File: src/rtl/timer_write_seq_pkg.sv
// Shared constants for the RTC timer setpoint path: field address codes, BCD limits
// and the write-sequencer state encoding (also used by the capture/alarm logic).
package timer_write_seq_pkg;

    localparam logic [7:0] FIELD_HOUR = 8'h43;
    localparam logic [7:0] FIELD_MIN  = 8'h42;
    localparam logic [7:0] FIELD_SEC  = 8'h41;
    localparam logic [7:0] FIELD_IDLE = 8'h00;

    localparam logic [7:0] BCD_MAX_HOUR   = 8'h23;
    localparam logic [7:0] BCD_MAX_MINSEC = 8'h59;

    localparam logic [3:0] ST_IDLE   = 4'd0;
    localparam logic [3:0] ST_CHECK  = 4'd1;
    localparam logic [3:0] ST_WR_H   = 4'd2;
    localparam logic [3:0] ST_WAIT_H = 4'd3;
    localparam logic [3:0] ST_WR_M   = 4'd4;
    localparam logic [3:0] ST_WAIT_M = 4'd5;
    localparam logic [3:0] ST_WR_S   = 4'd6;
    localparam logic [3:0] ST_WAIT_S = 4'd7;
    localparam logic [3:0] ST_FIN    = 4'd8;

    typedef struct packed {
        logic [7:0] hour;
        logic [7:0] min;
        logic [7:0] sec;
    } setpointT;

endpackage

File: src/rtl/timer_write_seq_if.sv
// Request / RTC-bus signal bundle between the setpoint source and the write sequencer.
interface timer_write_seq_if;

    logic       start;
    logic [7:0] hour_in;
    logic [7:0] min_in;
    logic [7:0] seg_in;
    logic       bus_done;
    logic [7:0] en_sav_swr;
    logic [7:0] dataWr;
    logic       wr_req;
    logic       busy;
    logic       done;
    logic       err;

    modport master (
        output start, hour_in, min_in, seg_in, bus_done,
        input  en_sav_swr, dataWr, wr_req, busy, done, err
    );

    modport slave (
        input  start, hour_in, min_in, seg_in, bus_done,
        output en_sav_swr, dataWr, wr_req, busy, done, err
    );

endinterface

File: src/rtl/bcd_range_check.sv
// Accepts a byte only if both nibbles are decimal digits and the value does not exceed max.
module bcd_range_check (
    input  logic [7:0] value,
    input  logic [7:0] max,
    output logic       valid
);

    // Once both nibbles are 0-9, plain binary compare orders BCD values correctly.
    assign valid = (value[7:4] <= 4'd9) && (value[3:0] <= 4'd9) && (value <= max);

endmodule

File: src/rtl/timer_write_seq.sv
// Writes a validated hour/min/sec setpoint to the RTC as three acknowledged bus writes,
// with a per-field acknowledge timeout.
module timer_write_seq
    import timer_write_seq_pkg::*;
#(
    parameter int TIMEOUT_CYCLES = 1023
) (
    input  logic              clk,
    input  logic              reset,
    timer_write_seq_if.slave  bus
);

    localparam logic [9:0] WAIT_LIMIT = 10'(TIMEOUT_CYCLES - 1);

    logic [3:0] stateQ;
    logic [3:0] stateNext;
    setpointT   snapQ;
    logic [9:0] waitCnt;
    logic       timeoutErrQ;

    logic hourOk;
    logic minOk;
    logic secOk;
    logic snapValid;
    logic isWr;
    logic isWait;
    logic atLimit;

    bcd_range_check hourChk (.value(snapQ.hour), .max(BCD_MAX_HOUR),   .valid(hourOk));
    bcd_range_check minChk  (.value(snapQ.min),  .max(BCD_MAX_MINSEC), .valid(minOk));
    bcd_range_check secChk  (.value(snapQ.sec),  .max(BCD_MAX_MINSEC), .valid(secOk));

    assign snapValid = hourOk && minOk && secOk;
    assign isWr      = (stateQ == ST_WR_H)   || (stateQ == ST_WR_M)   || (stateQ == ST_WR_S);
    assign isWait    = (stateQ == ST_WAIT_H) || (stateQ == ST_WAIT_M) || (stateQ == ST_WAIT_S);
    assign atLimit   = (waitCnt == WAIT_LIMIT);

    always_comb begin
        // NOTE: default first so every path assigns stateNext; otherwise a latch is inferred.
        stateNext = stateQ;
        case (stateQ)
            ST_IDLE:   if (bus.start) stateNext = ST_CHECK;
            ST_CHECK:  stateNext = snapValid ? ST_WR_H : ST_IDLE;
            ST_WR_H:   stateNext = ST_WAIT_H;
            ST_WAIT_H: if (bus.bus_done) stateNext = ST_WR_M; else if (atLimit) stateNext = ST_IDLE;
            ST_WR_M:   stateNext = ST_WAIT_M;
            ST_WAIT_M: if (bus.bus_done) stateNext = ST_WR_S; else if (atLimit) stateNext = ST_IDLE;
            ST_WR_S:   stateNext = ST_WAIT_S;
            ST_WAIT_S: if (bus.bus_done) stateNext = ST_FIN;  else if (atLimit) stateNext = ST_IDLE;
            default:   stateNext = ST_IDLE;
        endcase
    end

    always_ff @(posedge clk) begin
        // NOTE: the snapshot is reset along with control state, so a reset leaves no stale setpoint.
        if (reset) begin
            stateQ      <= ST_IDLE;
            snapQ       <= '0;
            waitCnt     <= '0;
            timeoutErrQ <= 1'b0;
        end else begin
            // NOTE: non-blocking assignments so every register samples pre-edge values.
            stateQ      <= stateNext;
            timeoutErrQ <= isWait && !bus.bus_done && atLimit;
            if (stateQ == ST_IDLE && bus.start) begin
                snapQ <= {bus.hour_in, bus.min_in, bus.seg_in};
            end
            // Clearing in WR_x means the counter reads 0 in the first WAIT_x cycle.
            if (isWr) begin
                waitCnt <= '0;
            end else if (isWait) begin
                waitCnt <= waitCnt + 10'd1;
            end
        end
    end

    logic [7:0] fieldCode;
    logic [7:0] fieldData;

    always_comb begin
        fieldCode = FIELD_IDLE;
        fieldData = 8'h00;
        case (stateQ)
            ST_WR_H, ST_WAIT_H: begin fieldCode = FIELD_HOUR; fieldData = snapQ.hour; end
            ST_WR_M, ST_WAIT_M: begin fieldCode = FIELD_MIN;  fieldData = snapQ.min;  end
            ST_WR_S, ST_WAIT_S: begin fieldCode = FIELD_SEC;  fieldData = snapQ.sec;  end
            default: ;
        endcase
    end

    // Timeout err shows in the IDLE cycle after the last wait; check err shows in CHECK.
    assign bus.en_sav_swr = fieldCode;
    assign bus.dataWr     = fieldData;
    assign bus.wr_req     = isWr;
    assign bus.busy       = (stateQ != ST_IDLE);
    assign bus.done       = (stateQ == ST_FIN);
    assign bus.err        = ((stateQ == ST_CHECK) && !snapValid) || timeoutErrQ;

endmodule
File: src/flat_wrapper.sv
// flat-port wrapper written by rule: the top's interface ports become plain ports
module timer_write_seq_flat import timer_write_seq_pkg::*;
#(
    parameter int TIMEOUT_CYCLES = 1023
)
  (clk, reset, bus_start, bus_hour_in, bus_min_in, bus_seg_in, bus_bus_done, bus_en_sav_swr, bus_dataWr, bus_wr_req, bus_busy, bus_done, bus_err);
  timer_write_seq_if bus_i ();
  input  logic clk;
  input  logic reset;
  input wire logic [$bits(bus_i.start)-1:0] bus_start;
  input wire logic [$bits(bus_i.hour_in)-1:0] bus_hour_in;
  input wire logic [$bits(bus_i.min_in)-1:0] bus_min_in;
  input wire logic [$bits(bus_i.seg_in)-1:0] bus_seg_in;
  input wire logic [$bits(bus_i.bus_done)-1:0] bus_bus_done;
  output wire logic [$bits(bus_i.en_sav_swr)-1:0] bus_en_sav_swr;
  output wire logic [$bits(bus_i.dataWr)-1:0] bus_dataWr;
  output wire logic [$bits(bus_i.wr_req)-1:0] bus_wr_req;
  output wire logic [$bits(bus_i.busy)-1:0] bus_busy;
  output wire logic [$bits(bus_i.done)-1:0] bus_done;
  output wire logic [$bits(bus_i.err)-1:0] bus_err;
  assign bus_i.start = bus_start;
  assign bus_i.hour_in = bus_hour_in;
  assign bus_i.min_in = bus_min_in;
  assign bus_i.seg_in = bus_seg_in;
  assign bus_i.bus_done = bus_bus_done;
  assign bus_en_sav_swr = bus_i.en_sav_swr;
  assign bus_dataWr = bus_i.dataWr;
  assign bus_wr_req = bus_i.wr_req;
  assign bus_busy = bus_i.busy;
  assign bus_done = bus_i.done;
  assign bus_err = bus_i.err;
  timer_write_seq #(.TIMEOUT_CYCLES(TIMEOUT_CYCLES)) u_core (.clk(clk), .reset(reset), .bus(bus_i));
endmodule
File: config.mk
export PLATFORM = sky130hd
export DESIGN_NAME = timer_write_seq_flat
export DESIGN_NICKNAME = d
export VERILOG_FILES = /design/src/rtl/timer_write_seq_pkg.sv /design/src/rtl/timer_write_seq_if.sv /design/src/rtl/bcd_range_check.sv /design/src/rtl/timer_write_seq.sv /design/src/flat_wrapper.sv
export SDC_FILE = /design/constraint.sdc
export NUM_CORES = 1
export LEC_CHECK = 0
export ABC_AREA = 1
export CAP_MARGIN = 20
export CORE_UTILIZATION = 44
export DETAILED_ROUTE_END_ITERATION = 8
export PLACE_DENSITY = 0.75
export SLEW_MARGIN = 20
export SYNTH_ARGS = -nofsm -noshare
export SYNTH_HDL_FRONTEND = slang
export SYNTH_SLANG_ARGS = --single-unit
File: constraint.sdc
create_clock -name clk -period 1.16 [get_ports clk]
set_input_delay 0.232 -clock clk [delete_from_list [all_inputs] [get_ports clk]]
set_output_delay 0.232 -clock clk [all_outputs]
set_load 0.05 [all_outputs]
; Word-level counts from Yosys, hierarchy flattened
; Index checks and enable logic that the tools add are counted.
[totals]
out_inout_bits = 20
inputBits = 28
wordCells = 60
ff_bits = 39
[op_classes]
n_mux = 9
magnitude_cmp = 9
add_sub_neg = 1
n_eq_ne = 10
reduce_logical = 25
[ops]
columns = cell, n
row1 = 4-bit one-hot mux with 8 select lines, 1
row2 = 4-bit less-or-equal comparator (second input constant), 6
row3 = 8-bit one-hot mux with 3 select lines, 1
row4 = 7-bit one-hot mux with 3 select lines, 1
row5 = 4-bit 2-to-1 mux, 5
row6 = 4-bit by 3-bit equality test with 1-bit output (second input constant), 4
row7 = 8-bit by 7-bit less-or-equal comparator with 1-bit output (second input constant), 2
row8 = 1-bit logical AND, 12
row9 = 10-bit by 1-bit adder with 10-bit output (second input constant), 1
row10 = 10-bit equality test (second input constant), 1
row11 = 4-bit by 2-bit equality test with 1-bit output (second input constant), 2
row12 = 8-bit by 6-bit less-or-equal comparator with 1-bit output (second input constant), 1
row13 = 2-bit OR reduction, 4
row14 = 1-bit logical OR, 5
row15 = 4-bit by 1-bit equality test with 1-bit output (second input constant), 1
row16 = 4-bit equality test (second input constant), 1
row17 = 4-bit zero test, 1
row18 = 4-bit nonzero test, 1
row19 = 1-bit zero test, 2
row20 = 2-bit 2-to-1 mux, 1
row21 = 2-bit inequality test (second input constant), 1

; Depth between registers and ports, before layout
[logic_depth]
depth_word = 8
depth_mapped = 11
depth_no_buf = 11

; Hierarchy
; From an unflattened synthesis, not the netlist that was laid out.
[unflattened]
hier_cells = 383
area_unflattened_um2 = 2692.6
[by_module_without_submodules]
columns = mod, cells_each, area_per_inst_um2, seq_area_each_um2, instances
row1 = timer_write_seq, 266, 1998.2, 780.7, 1
row2 = bcd_range_check, 39, 231.5, 0.0, 3

; Least setup slack after synthesis
; No wires, ideal clock.
[synth_timing]
kind = reg-to-output
from = register u_core.stateQ[0]
to = output port bus_done
path_slack_ps = -1071
stages_incl_launch_ff = 3
t_required_ps = 928
arrival_time_ps = 1999
path_buffers = 1
cell_sequence = dfxtp_1 -> clkbuf_8 -> nor4_1
[synth_between]
elab_chain_len = 1
[synth_rtl]
columns = element, line
row1 = "start, declared", timer_write_seq.sv:15  ; logic [3:0] stateQ;
row2 = "start signal, assigned", timer_write_seq.sv:63  ; stateQ <= stateNext;
row3 = 4-bit equality test, timer_write_seq.sv:96  ; assign bus.done = (stateQ == ST_FIN);
row4 = "end, declared", flat_wrapper.sv:19  ; output wire logic [$bits(bus_i.done)-1:0] bus_done;
; No other way between the ends.

; Worst setup path in the final report
[layout_timing]
from = register u_core.snapQ[17] (netlist bit)
to = output port bus_err
[layout_between]
elab_chain_len = 8
elab_cells_between_ends = 9
cone_classes = order compare: 2 / reduce/logical: 7
[layout_rtl]
columns = element, line
row1 = "start, declared", timer_write_seq.sv:17  ; setpointT snapQ;
row2 = "start signal, assigned", timer_write_seq.sv:66  ; snapQ <= {bus.hour_in, bus.min_in, bus.seg_in};
row3 = branches (longest 2 deep; another with 8-bit by 6-bit less-or-equal comparator with 1-bit output), -
row4 = 1-bit logical AND *, bcd_range_check.sv:9  ; assign valid = (value[7:4] <= 4'd9) && (value[3:0] <= 4'd9) && (value <= max);
row5 = 1-bit logical AND * (2 in a row), timer_write_seq.sv:33  ; assign snapValid = hourOk && minOk && secOk;
row6 = 1-bit zero test *, timer_write_seq.sv:97  ; assign bus.err = ((stateQ == ST_CHECK) && !snapValid) || timeoutErrQ;
row7 = 1-bit logical AND *, timer_write_seq.sv:97
row8 = 1-bit logical OR *, timer_write_seq.sv:97
row9 = "end, declared", flat_wrapper.sv:20  ; output wire logic [$bits(bus_i.err)-1:0] bus_err;
; Mark *: on every way between the ends.

==> flow_summary.yaml <==
outcome:
  status: "finished, violations left"
  violations: "setup timing"
die:
  die_y_microns: 68.67
  dieArea_sq_um: 4715
  start_util: 0.4719
  core_area_sq_um: 4144
  rows: 23
  ioPinCount: 48
  die_w_microns: 68.67
worst_setup_path:
  rrSetupSlack_ps: -490
  critPathCaptureType: "primary output"
  path_class: "reg -> out"
  crit_required_ps: 930
  arrival_ps: 1640
  cp_max_fo: 2
  worstSetupStartpointType: "flip-flop"
  r2r-end: "u_core.waitCnt[8]"
  worst-r2r-cell-count: 9
  r2r_start: "u_core.stateQ[1]"
synthesis:
  synth_seq_cells: 39
  ys_types: 35
  synth_warnings: 0
  synth.top_cells.by_area: "dfxtp_1 (40%), nand2_1 (8.6%), a21oi_1 (8.4%)"
  avgSynthCellArea_sq_um: 7.464
  syn_inst: 262
  mappedNetlistArea_sq_um: 1956
  synth_top_cells_by_count: "nand2_1 (45), dfxtp_1 (39), inv_1 (36)"
  ys_seq_area_frac: 0.3992
  synth_edf_count: 0
  synth_area_leader_cell: "dfxtp_1"
  ys_async_sr_fraction: 0
  yosysMostFrequentCell: "nand2_1"
  synth.top_cell.area_share: 0.3992
  synth_ff_type: "dfxtp_1"
placed_design:
  dpl.hpwl_microns: 3861
  dpl_cell_area_sq_um: 3099
  numPlacedInstances: 390
  io_buffers: 42
  gp_congestion: 0.8864
clocking:
  clk_path_buf_depth: 2
  clock-sinks: 39
  clkLatencyLatePin_ps: 310
  cts_buffers: 5
  clockRootBuffer: "clkbuf_8"
  cts_tree: "done"
  cts_max_level: 2
  clk_pin_slew_ps: 80
power_and_ir_drop:
  powerDensity_nw_per_um2: 1668
  seq_power_share: 0.263
  ir_drop_uv: 1216
  p_leak_uw: 0.001526
  power_frac_comb: 0.593
  intPower_uw: 3732
  power_uw: 6584
  clockPowerShare: 0.144
  switching_share: 0.4331
  switching_power_uw: 2852
hold_path:
  min_to: "u_core.snapQ[4]"
  whs_path_depth: 2
  hold_path_class: "reg -> reg"
  hp-start: "u_core.snapQ[4]"
cells_and_area:
  fin_nets: 403
  area_growth_pct: 101.9
  fin_util: 0.9526
  drive_above_1_share: 0.5481
  antenna_cells: 0
  finalNonFillerCells: 424
  final_area_sq_um: 3948
global_routing:
  grt_pass1_vias: 2296
  gr-total-overflow: 0
  grt.total_usage: 0.3405
  grt_pass1_wl_microns: 11470
  grt_max_degree: 25
  antenna_found_initial: 0
routing:
  vias: 2626
  wl_met3_microns: 1063
  remaining_drc_errors: 0
  drt_wl_total_microns: 10250
  met1_length_microns: 3662
  drt-initial-drc-count: 277
  routed-wl-met2_microns: 4792
  drtPass1Iterations: 5
  ant_nets: 0
  wl_per_cell_microns: 24.17
  via_per_inst: 6.193
  top_layer: "met4"
timing:
  timing.final.ws_setup_ps: -712.9
  period_share: 1.615
  hold_ws_ps: 488.8
  hold_viol: 0
  maxSlewViolCount: 0
  rsz0062_at_grt: "yes"
  clock.fmax_mhz: 533.9
  fin_skew_ps: 8.575
  setup_viol: 54
  layout_min_cycle_time_ps: 1873
run:
  drv_cap: 0
-- worst max-delay path by stage --
stage                                 from               to  slack [ps]
after CTS                  u_core.snapQ[7]          bus_err        -540
after floorplan           u_core.stateQ[3]    bus_dataWr[0]        -200
after global routing      u_core.snapQ[17]          bus_err        -680
final                     u_core.snapQ[17]          bus_err        -710
after global placement           bus_start  u_core.snapQ[2]        -290
after detailed placement         bus_start  u_core.snapQ[2]        -300
-- cells in the final DEF, fill, tap and decap left out, types with 4 or more instances in the layout --
cell type and n:
nand3_1 5, a21oi_2 25, conb_1 5, nand2_1 35
dfxtp_4 5, buf_12 19, nor2_4 11, clkbuf_8 5
nand2_4 4, dfxtp_1 32, buf_16 4, o21ai_2 16
clkdlybuf4s50_1 27, nand2_2 7, inv_2 4, o221ai_4 8
buf_4 44, inv_1 28, o21ai_1 4, buf_6 16
o21ai_4 9, a21oi_1 6, nor2_1 9
-- worst max-delay path, stage by stage, from the launching register on --
cell and delay (ps):
dfxtp_1 340, o21ai_0 270, nand2_1 130, nand2_1 160, nand2_2 80, a21o_4 220
buf_12 140
-- repair_timing --
item,CTS,global route
pin swaps,32,23
endpoints found under the setup margin,53,54
cloned,6,1
hold buffers,0,0
resized for setup,92,64
buffers inserted,10,11
-- flip-flops by register name (all words and copies together) (netlist names) --
| signal | count |
|---|---|
| u_core.timeoutErrQ | 1 |
| u_core.waitCnt | 10 |
| u_core.snapQ | 24 |
| u_core.stateQ | 4 |
-- final cells by class --
| class | instances | area [sq um] |
|---|---|---|
| Multi-Input combinational cell | 178 | 1549 |
| Timing Repair Buffer | 111 | 1286 |
| Sequential cell | 39 | 802.0 |
| Fill cell | 97 | 196.4 |
| Inverter | 38 | 166.4 |
| Clock buffer | 7 | 76.32 |
| Tap cell | 50 | 62.56 |
| Clock inverter | 1 | 5.005 |
-- layer usage --
metal	vias up	track usage
met5	-	0
met4	0	0.1849
met3	84	0.08059
met2	210	0.5674
met1	1249	0.4004
li1	1083	-
-- power by group through the flow --
stage               Clock [uW]  Sequential (uW)  Combinational [uW]
global placement             0             1690                2390
detailed placement           0             1700                2430
global route               994             1740                4020
floorplan                    0             1680                1430
finish                     950             1730                3900
CTS                        893             1670                3300
-- metrics by stage --
| stage | setup WS (ps) | TNS (ps) |
|---|---|---|
| 3_3_place_gp | -286.3 | -8422 |
| 6_report | -712.9 | -19560 |
| 4_1_cts | -536.2 | -16090 |
| 3_5_place_dp | -295.6 | -9158 |
| 2_1_floorplan | -203.5 | -2241 |
| 5_1_grt | -680.2 | -21630 |
-- cell families (layout without fill, tap and decap cells) --
family,Yosys count,in the layout,share of synthesized area
other,1,5,0.001918
AND/OR/NAND/NOR,89,91,0.2156
adder cells (fa/ha/maj),2,2,0.01279
flip-flops,39,39,0.3992
XOR/XNOR,4,4,0.01792
AO/OA/AOI/OAI,75,76,0.2201
buffers and inverters,52,157,0.1324
(Power assumes the default switching activity.)
